===== src/rtl/uart_tx_if.sv =====
// Upstream byte handshake into the UART transmitter.
interface uart_tx_if;
    logic [7:0] data;
    logic       valid;
    logic       ready;

    // The producer drives data/valid and watches ready.
    modport master (
        output data,
        output valid,
        input  ready
    );

    // The transmitter consumes data/valid and drives ready.
    modport slave (
        input  data,
        input  valid,
        output ready
    );
endinterface


===== src/rtl/uart_tx.sv =====
// 8N1 UART transmitter: start bit, 8 data bits MSB first, stop bit,
// each bit held for Oversample clocks; back-to-back frames without gaps.
module uart_tx #(
    parameter int unsigned Oversample = 16
) (
    input  logic      clk,
    input  logic      reset,
    uart_tx_if.slave  up,
    output logic      out,
    output logic      busy,
    output logic      done
);
    localparam int unsigned CntW = (Oversample > 1) ? $clog2(Oversample) : 1;
    localparam int unsigned BitW = 4;
    localparam logic [CntW-1:0] CntLast  = CntW'(Oversample - 1);
    localparam logic [BitW-1:0] BitFirst = BitW'(7);

    localparam logic [1:0] ST_IDLE  = 2'd0;
    localparam logic [1:0] ST_START = 2'd1;
    localparam logic [1:0] ST_DATA  = 2'd2;
    localparam logic [1:0] ST_STOP  = 2'd3;

    logic [1:0]      state;
    logic [1:0]      state_next;
    logic [CntW-1:0] sample_count;
    logic [CntW-1:0] sample_count_next;
    logic [BitW-1:0] bit_count;
    logic [BitW-1:0] bit_count_next;
    logic [7:0]      shift_reg;
    logic [7:0]      shift_reg_next;
    logic            out_next;
    logic            busy_next;
    logic            done_next;
    logic            ready_next;
    logic            bit_last;
    logic            take;

    // Last cycle of the current bit, and an accepted byte this cycle.
    assign bit_last = (sample_count == '0);
    assign take     = up.valid && up.ready;

    // Next-state logic; outputs are derived from the next state so the
    // registered versions line up exactly with the state they describe.
    always_comb begin
        state_next        = state;
        sample_count_next = sample_count;
        bit_count_next    = bit_count;
        shift_reg_next    = shift_reg;
        out_next          = 1'b1;
        busy_next         = 1'b0;
        done_next         = 1'b0;
        ready_next        = 1'b0;

        case (state)
            ST_IDLE: begin
                if (take) begin
                    shift_reg_next    = up.data;
                    sample_count_next = CntLast;
                    state_next        = ST_START;
                end
            end

            ST_START: begin
                if (bit_last) begin
                    state_next        = ST_DATA;
                    bit_count_next    = BitFirst;
                    sample_count_next = CntLast;
                end else begin
                    sample_count_next = sample_count - CntW'(1);
                end
            end

            ST_DATA: begin
                if (bit_last) begin
                    sample_count_next = CntLast;
                    if (bit_count == '0) begin
                        state_next = ST_STOP;
                    end else begin
                        shift_reg_next = {shift_reg[6:0], 1'b0};
                        bit_count_next = bit_count - BitW'(1);
                    end
                end else begin
                    sample_count_next = sample_count - CntW'(1);
                end
            end

            ST_STOP: begin
                if (bit_last) begin
                    sample_count_next = CntLast;
                    if (take) begin
                        // Back-to-back: next start bit follows immediately.
                        shift_reg_next = up.data;
                        state_next     = ST_START;
                    end else begin
                        state_next = ST_IDLE;
                    end
                end else begin
                    sample_count_next = sample_count - CntW'(1);
                end
            end

            default: begin
                state_next        = ST_IDLE;
                sample_count_next = CntLast;
            end
        endcase

        case (state_next)
            ST_START: out_next = 1'b0;
            ST_DATA:  out_next = shift_reg_next[7];
            default:  out_next = 1'b1;
        endcase

        busy_next  = (state_next != ST_IDLE);
        done_next  = (state_next == ST_STOP) && (sample_count_next == '0);
        ready_next = (state_next == ST_IDLE) || done_next;
    end

    // State and output registers; reset aborts any frame in flight.
    always_ff @(posedge clk) begin
        if (reset) begin
            state        <= ST_IDLE;
            sample_count <= CntLast;
            bit_count    <= BitFirst;
            shift_reg    <= '0;
            out          <= 1'b1;
            busy         <= 1'b0;
            done         <= 1'b0;
            up.ready     <= 1'b1;
        end else begin
            state        <= state_next;
            sample_count <= sample_count_next;
            bit_count    <= bit_count_next;
            shift_reg    <= shift_reg_next;
            out          <= out_next;
            busy         <= busy_next;
            done         <= done_next;
            up.ready     <= ready_next;
        end
    end

endmodule


===== src/flat_wrapper.sv =====
// flat-port wrapper written by rule: the top's interface ports become plain ports
module uart_tx_flat 
#(
    parameter int unsigned Oversample = 16
)
  (clk, reset, out, busy, done, up_data, up_valid, up_ready);
  uart_tx_if up_i ();
  input  logic clk;
  input  logic reset;
  output logic out;
  output logic busy;
  output logic done;
  input wire logic [$bits(up_i.data)-1:0] up_data;
  input wire logic [$bits(up_i.valid)-1:0] up_valid;
  output wire logic [$bits(up_i.ready)-1:0] up_ready;
  assign up_i.data = up_data;
  assign up_i.valid = up_valid;
  assign up_ready = up_i.ready;
  uart_tx #(.Oversample(Oversample)) u_core (.clk(clk), .reset(reset), .up(up_i), .out(out), .busy(busy), .done(done));
endmodule

===== config.mk =====
export PLATFORM = sky130hd
export DESIGN_NAME = uart_tx_flat
export DESIGN_NICKNAME = d
export VERILOG_FILES = /design/src/rtl/uart_tx_if.sv /design/src/rtl/uart_tx.sv /design/src/flat_wrapper.sv
export SDC_FILE = /design/constraint.sdc
export NUM_CORES = 1
export LEC_CHECK = 0
export CAP_MARGIN = 15
export CORE_UTILIZATION = 54
export DETAILED_ROUTE_END_ITERATION = 16
export PLACE_DENSITY = 0.79
export SETUP_SLACK_MARGIN = 0.02
export SKIP_LAST_GASP = 1
export SYNTH_ARGS = -nofsm -noshare
export SYNTH_HDL_FRONTEND = slang
export SYNTH_SLANG_ARGS = --single-unit

===== constraint.sdc =====
create_clock -name clk -period 1.9 [get_ports clk]
set_input_delay 0.57 -clock clk [delete_from_list [all_inputs] [get_ports clk]]
set_output_delay 0.57 -clock clk [all_outputs]
set_load 0.01 [all_outputs]

Word-level counts from Yosys, hierarchy flattened --
Index checks and enable logic that the tools add are counted.
Storage, ports and cells: word-level logic and storage cells 55, flip-flop bits (word level) 22, output and inout port bits 4, input bits 11
Cells by class: multiplexer cells 20, add/subtract/negate cells 2, reductions and logical operators 14, eq/ne operators 10
Operators by type and width (count):
- 8-bit two-way mux | 4
- 8-bit case mux with 3 select lines | 1
- 4-bit two-way mux | 5
- 4-bit case mux with 2 select lines | 2
- 4-bit logical NOT | 3
- 2-bit two-way mux | 5
- 2-bit == test (second input constant) | 4
- 2-bit case mux with 4 select lines | 1
- 4-bit AND reduction | 2
- 4-bit by 1-bit subtractor with 4-bit output (second input constant) | 2
- 2-bit by 1-bit != test with 1-bit output (second input constant) | 3
- 2-bit by 1-bit == test with 1-bit output (second input constant) | 2
- 2-bit logical NOT | 2
- 2-bit nonzero test | 2
- 3-bit nonzero test | 1
- 3-bit OR reduction | 1
- 1-bit logical AND | 2
- 2-bit != test (second input constant) | 1
- 1-bit case mux with 2 select lines | 1
- 1-bit logical OR | 1
- 1-bit two-way mux | 1

Depth between registers and ports, before layout --
depth after elaboration 7, mapped depth 8, gate-level depth less buffers 6

Worst setup path before layout --
No wires, ideal clock.
path type register to register, start point register u_core.sample_count[0], end point register u_core.shift_reg[3], stages on the path, launching flop included 8, data arrival time 1.680 ns, slack 0.117 ns, library setup time 0.103 ns, period minus slack after synthesis 1.783 ns, path buffers 1, cell sequence dfxtp_1 > inv_1 > ha_1 > or3b_1 > buf_6 > o32ai_4 > a221oi_2 > a2111oi_2
Between the ends: longest elaborated chain between the ends 3, elaborated cells on any way between the ends 4
Ends and longest elaborated chain:
- start: declaration | line uart_tx.sv:25 | logic [CntW-1:0] sample_count;
- start signal: assignment | line uart_tx.sv:123 | sample_count <= CntLast;
- start signal: assignment | line uart_tx.sv:132 | sample_count <= sample_count_next;
- 4-bit logical NOT * | line uart_tx.sv:39 | assign bit_last = (sample_count == '0);
- 2-bit by 1-bit != test with 1-bit output (no line)
- 4-bit AND reduction (no line) *
- end signal: assignment | line uart_tx.sv:134 | shift_reg <= shift_reg_next;
- end: declaration | line uart_tx.sv:29 | logic [7:0] shift_reg;
Mark *: on every way between the ends. The rest lies on a longest branch, timed or not. A chain may end at the register's enable or synchronous reset.

Worst setup path after layout --
start point register u_core.bit_count[1], end point register u_core.shift_reg[1]
Between the ends: longest elaborated chain between the ends 3
Ends and longest elaborated chain:
- start: declaration | line uart_tx.sv:27 | logic [BitW-1:0] bit_count;
- start signal: assignment | line uart_tx.sv:124 | bit_count <= BitFirst;
- start signal: assignment | line uart_tx.sv:133 | bit_count <= bit_count_next;
- 4-bit logical NOT | line uart_tx.sv:76 | if (bit_count == '0) begin
- 2-bit != test (no line)
- 4-bit AND reduction (no line)
No other way between the ends.

==> flow_summary.yaml <==
outcome:
  status: "finished clean"
timing:
  final-setup-viol-count: 0
  max_slew_margin: 0.7594
  tightest_slew_ns: 0.3595
  slew_violations: 0
  hold_viol_final: 0
  fmax_ghz: 0.5493
  period_needed_ns: 1.821
  finClkSkew_ns: 0.003594
  rsz0062_at_grt: "true"
  period_share: 0.9582
  tns_ns: 0
  hold_ws_ns: 0.4916
final_layout:
  post-route-util: 0.7779
  drive_above_1_share: 0.2738
  instances_no_fill: 195
  layout.nets: 182
  diodes: 0
  largest_reg_flops: 8
  areaGrowthSynthToFinish_pct: 29.23
synthesis:
  synth.distinct_cells: 52
  netlist_area_um2: 1241
  synth_commonest_cells: "dfxtp_1 (22), a21oi_1 (7), inv_1 (7)"
  synth_xor_area_frac: 0.007056
  synth_async_sr_flop_share: 0
  synth_top_family_by_area: "compound AO/OA/AOI/OAI gates"
  yosysMostFrequentCell: "dfxtp_1"
  yosysTopAreaCell: "dfxtp_1"
  seq_area_frac_synth: 0.3548
  synth_area_per_cell_um2: 8.994
  syn_inst: 138
  yosys_warnings: 0
  synth_top_area_frac: 0.3548
  ys_ff_latch: 22
  synth-main-ff-cell: "dfxtp_1"
  synth_mux_area_frac: 0.008065
  synthSimpleGateAreaFrac: 0.2379
  syn_nets: 151
  synth_compound_area_frac: 0.3125
  synthAdderAreaFrac: 0.02016
  synth_edf_count: 0
  ys_top_cells_by_area: "dfxtp_1 (35%), a221o_1 (4.0%), a21oi_1 (2.8%)"
setup_path:
  crit_chain: "inv_2 > ha_4 > or3b_4 > a21o_1 > a221oi_4 > a221o_1"
  cp-end-kind: "flip-flop"
  cp-start-kind: "flip-flop"
  max_stage_delay_ns: 0.41
  critical-path-top-delay-family: "compound AO/OA/AOI/OAI gates"
  required_ns: 2.15
  crit_slowest_cell: "or3b_4"
  path_buf_inv: 1
  critPathMaxFanout: 6
  worst_ep_arrival_time_ns: 2.07
  path_class: "reg -> reg"
global_route:
  grt_pass1_wl_mm: 5.319
  antenna_found_initial: 0
  track_usage: 0.2784
  grt_max_degree: 13
  grt_pass1_vias: 1188
  overflow: 0
die:
  start_util: 0.6019
  num_rows: 16
  chipHeight_um: 49.94
  io_pins: 15
  die_x_um: 49.94
  coreArea_um2: 2062
  die_area_um2: 2494
place:
  hpwl_mm: 2.370
  place_inst: 190
  port_buffers: 14
  globalplace.congestion: 0.9406
clock_tree:
  cts.sinks: 22
  hold_buffers: 0
  clkTransAtPathRegs_ns: 0.12
  htreeDepth: 1
  cts_root_buf: "clkbuf_4"
  cts_tree: "done"
  insertion_delay_ns: 0.30
  cts_max_path_buffers: 2
  cts_buffers: 3
routing:
  ant_nets: 0
  drc: 0
  wl_mm: 3.175
  vias_per_cell: 6.241
  drt_iter0_drc: 52
  routedWlPerCell_um: 16.28
  firstDrtPassIters: 4
  vias: 1217
job:
  maxCapViolations: 0
worst_hold_path:
  min_path_type: "reg -> reg"
pwr:
  max-vdd-ir-drop_v: 0.0004828
  p_leak_uw: 0.0006021
  p_total_uw: 956.6
  power.density_nw_per_um2: 596.4
[metrics by stage]
step	instance area [um2]	worst slack, ns
5_1_grt	1604	0.006117
6_report	1604	0.07942
3_5_place_dp	1521	-0.3715
2_1_floorplan	1241	0.1168
4_1_cts	1570	0.02429
3_3_place_gp	1521	-0.2835
[cells by family (layout without fill, tap and decap cells)]
logic type / after synthesis / count (layout)
AND/OR/NAND/NOR: 47 / 47
adder cells (fa/ha/maj): 2 / 2
XOR/XNOR: 1 / 1
flip-flops: 22 / 22
multiplexers: 1 / 1
buffers and inverters: 17 / 47
AO/OA/AOI/OAI: 48 / 48
[layout make-up]
| class | count | area, um2 |
|---|---|---|
| Clock buffer | 4 | 36.28 |
| Fill cell | 153 | 457.9 |
| Inverter | 8 | 30.03 |
| Multi-Input combinational cell | 99 | 760.7 |
| Sequential cell | 22 | 446.7 |
| Tap cell | 27 | 33.78 |
| Timing Repair Buffer | 35 | 296.5 |
[cell usage in the layout (no fill, tap or decap), drive strengths merged, types with 3 or more instances in the layout]
master and n:
a21oi 7, or3 4, a221o 5, o31ai 4, nand3 4, buf 21, dfxtp 22, clkdlybuf4s50 13
nor2 3, inv 7, and2 5, o21ai 11, or4 3, nand2 6, clkbuf 4, nor3 4
[worst paths after layout]
kind,from,end,slack (ns),cells past startpoint
hold reg to reg,u_core.shift_reg[0]$_SDFFE_PP0P_,u_core.shift_reg[0]$_SDFFE_PP0P_,0.49,1
setup / recovery,u_core.bit_count[1]$_SDFFE_PP1P_,u_core.shift_reg[1]$_SDFFE_PP0P_,0.08,6
setup reg to reg,u_core.bit_count[1]$_SDFFE_PP1P_,u_core.shift_reg[1]$_SDFFE_PP0P_,0.08,6
hold / removal,u_core.shift_reg[0]$_SDFFE_PP0P_,u_core.shift_reg[0]$_SDFFE_PP0P_,0.49,1
[routing by layer]
layer / up-vias / track usage / wire length (um)
met5: - / 0 / 0
met3: 2 / 0.03395 / 168
met4: 0 / 0.1000 / 14
met1: 583 / 0.3665 / 1435
met2: 40 / 0.4617 / 1555
li1: 592 / - / -
[where the power goes]
| part | internal [uW] | switching [uW] | leakage (uW) | total (uW) |
|---|---|---|---|---|
| Clock | 117 | 139 | 0.0000210 | 256 |
| Combinational | 102 | 94.9 | 0.000403 | 197 |
| Sequential | 486 | 17.2 | 0.000178 | 504 |
| Total | 706 | 251 | 0.000602 | 957 |
[timing repair]
action | 4_1_cts | 5_1_grt
gates resized for setup | 6 | 11
buffers inserted | 0 | 1
cloned | 0 | 0
endpoints found under the hold margin | 0 | 0
pin swaps | 4 | 9
setup endpoints to repair | 8 | 15
No activity file was read; power rests on OpenSTA's default activity.
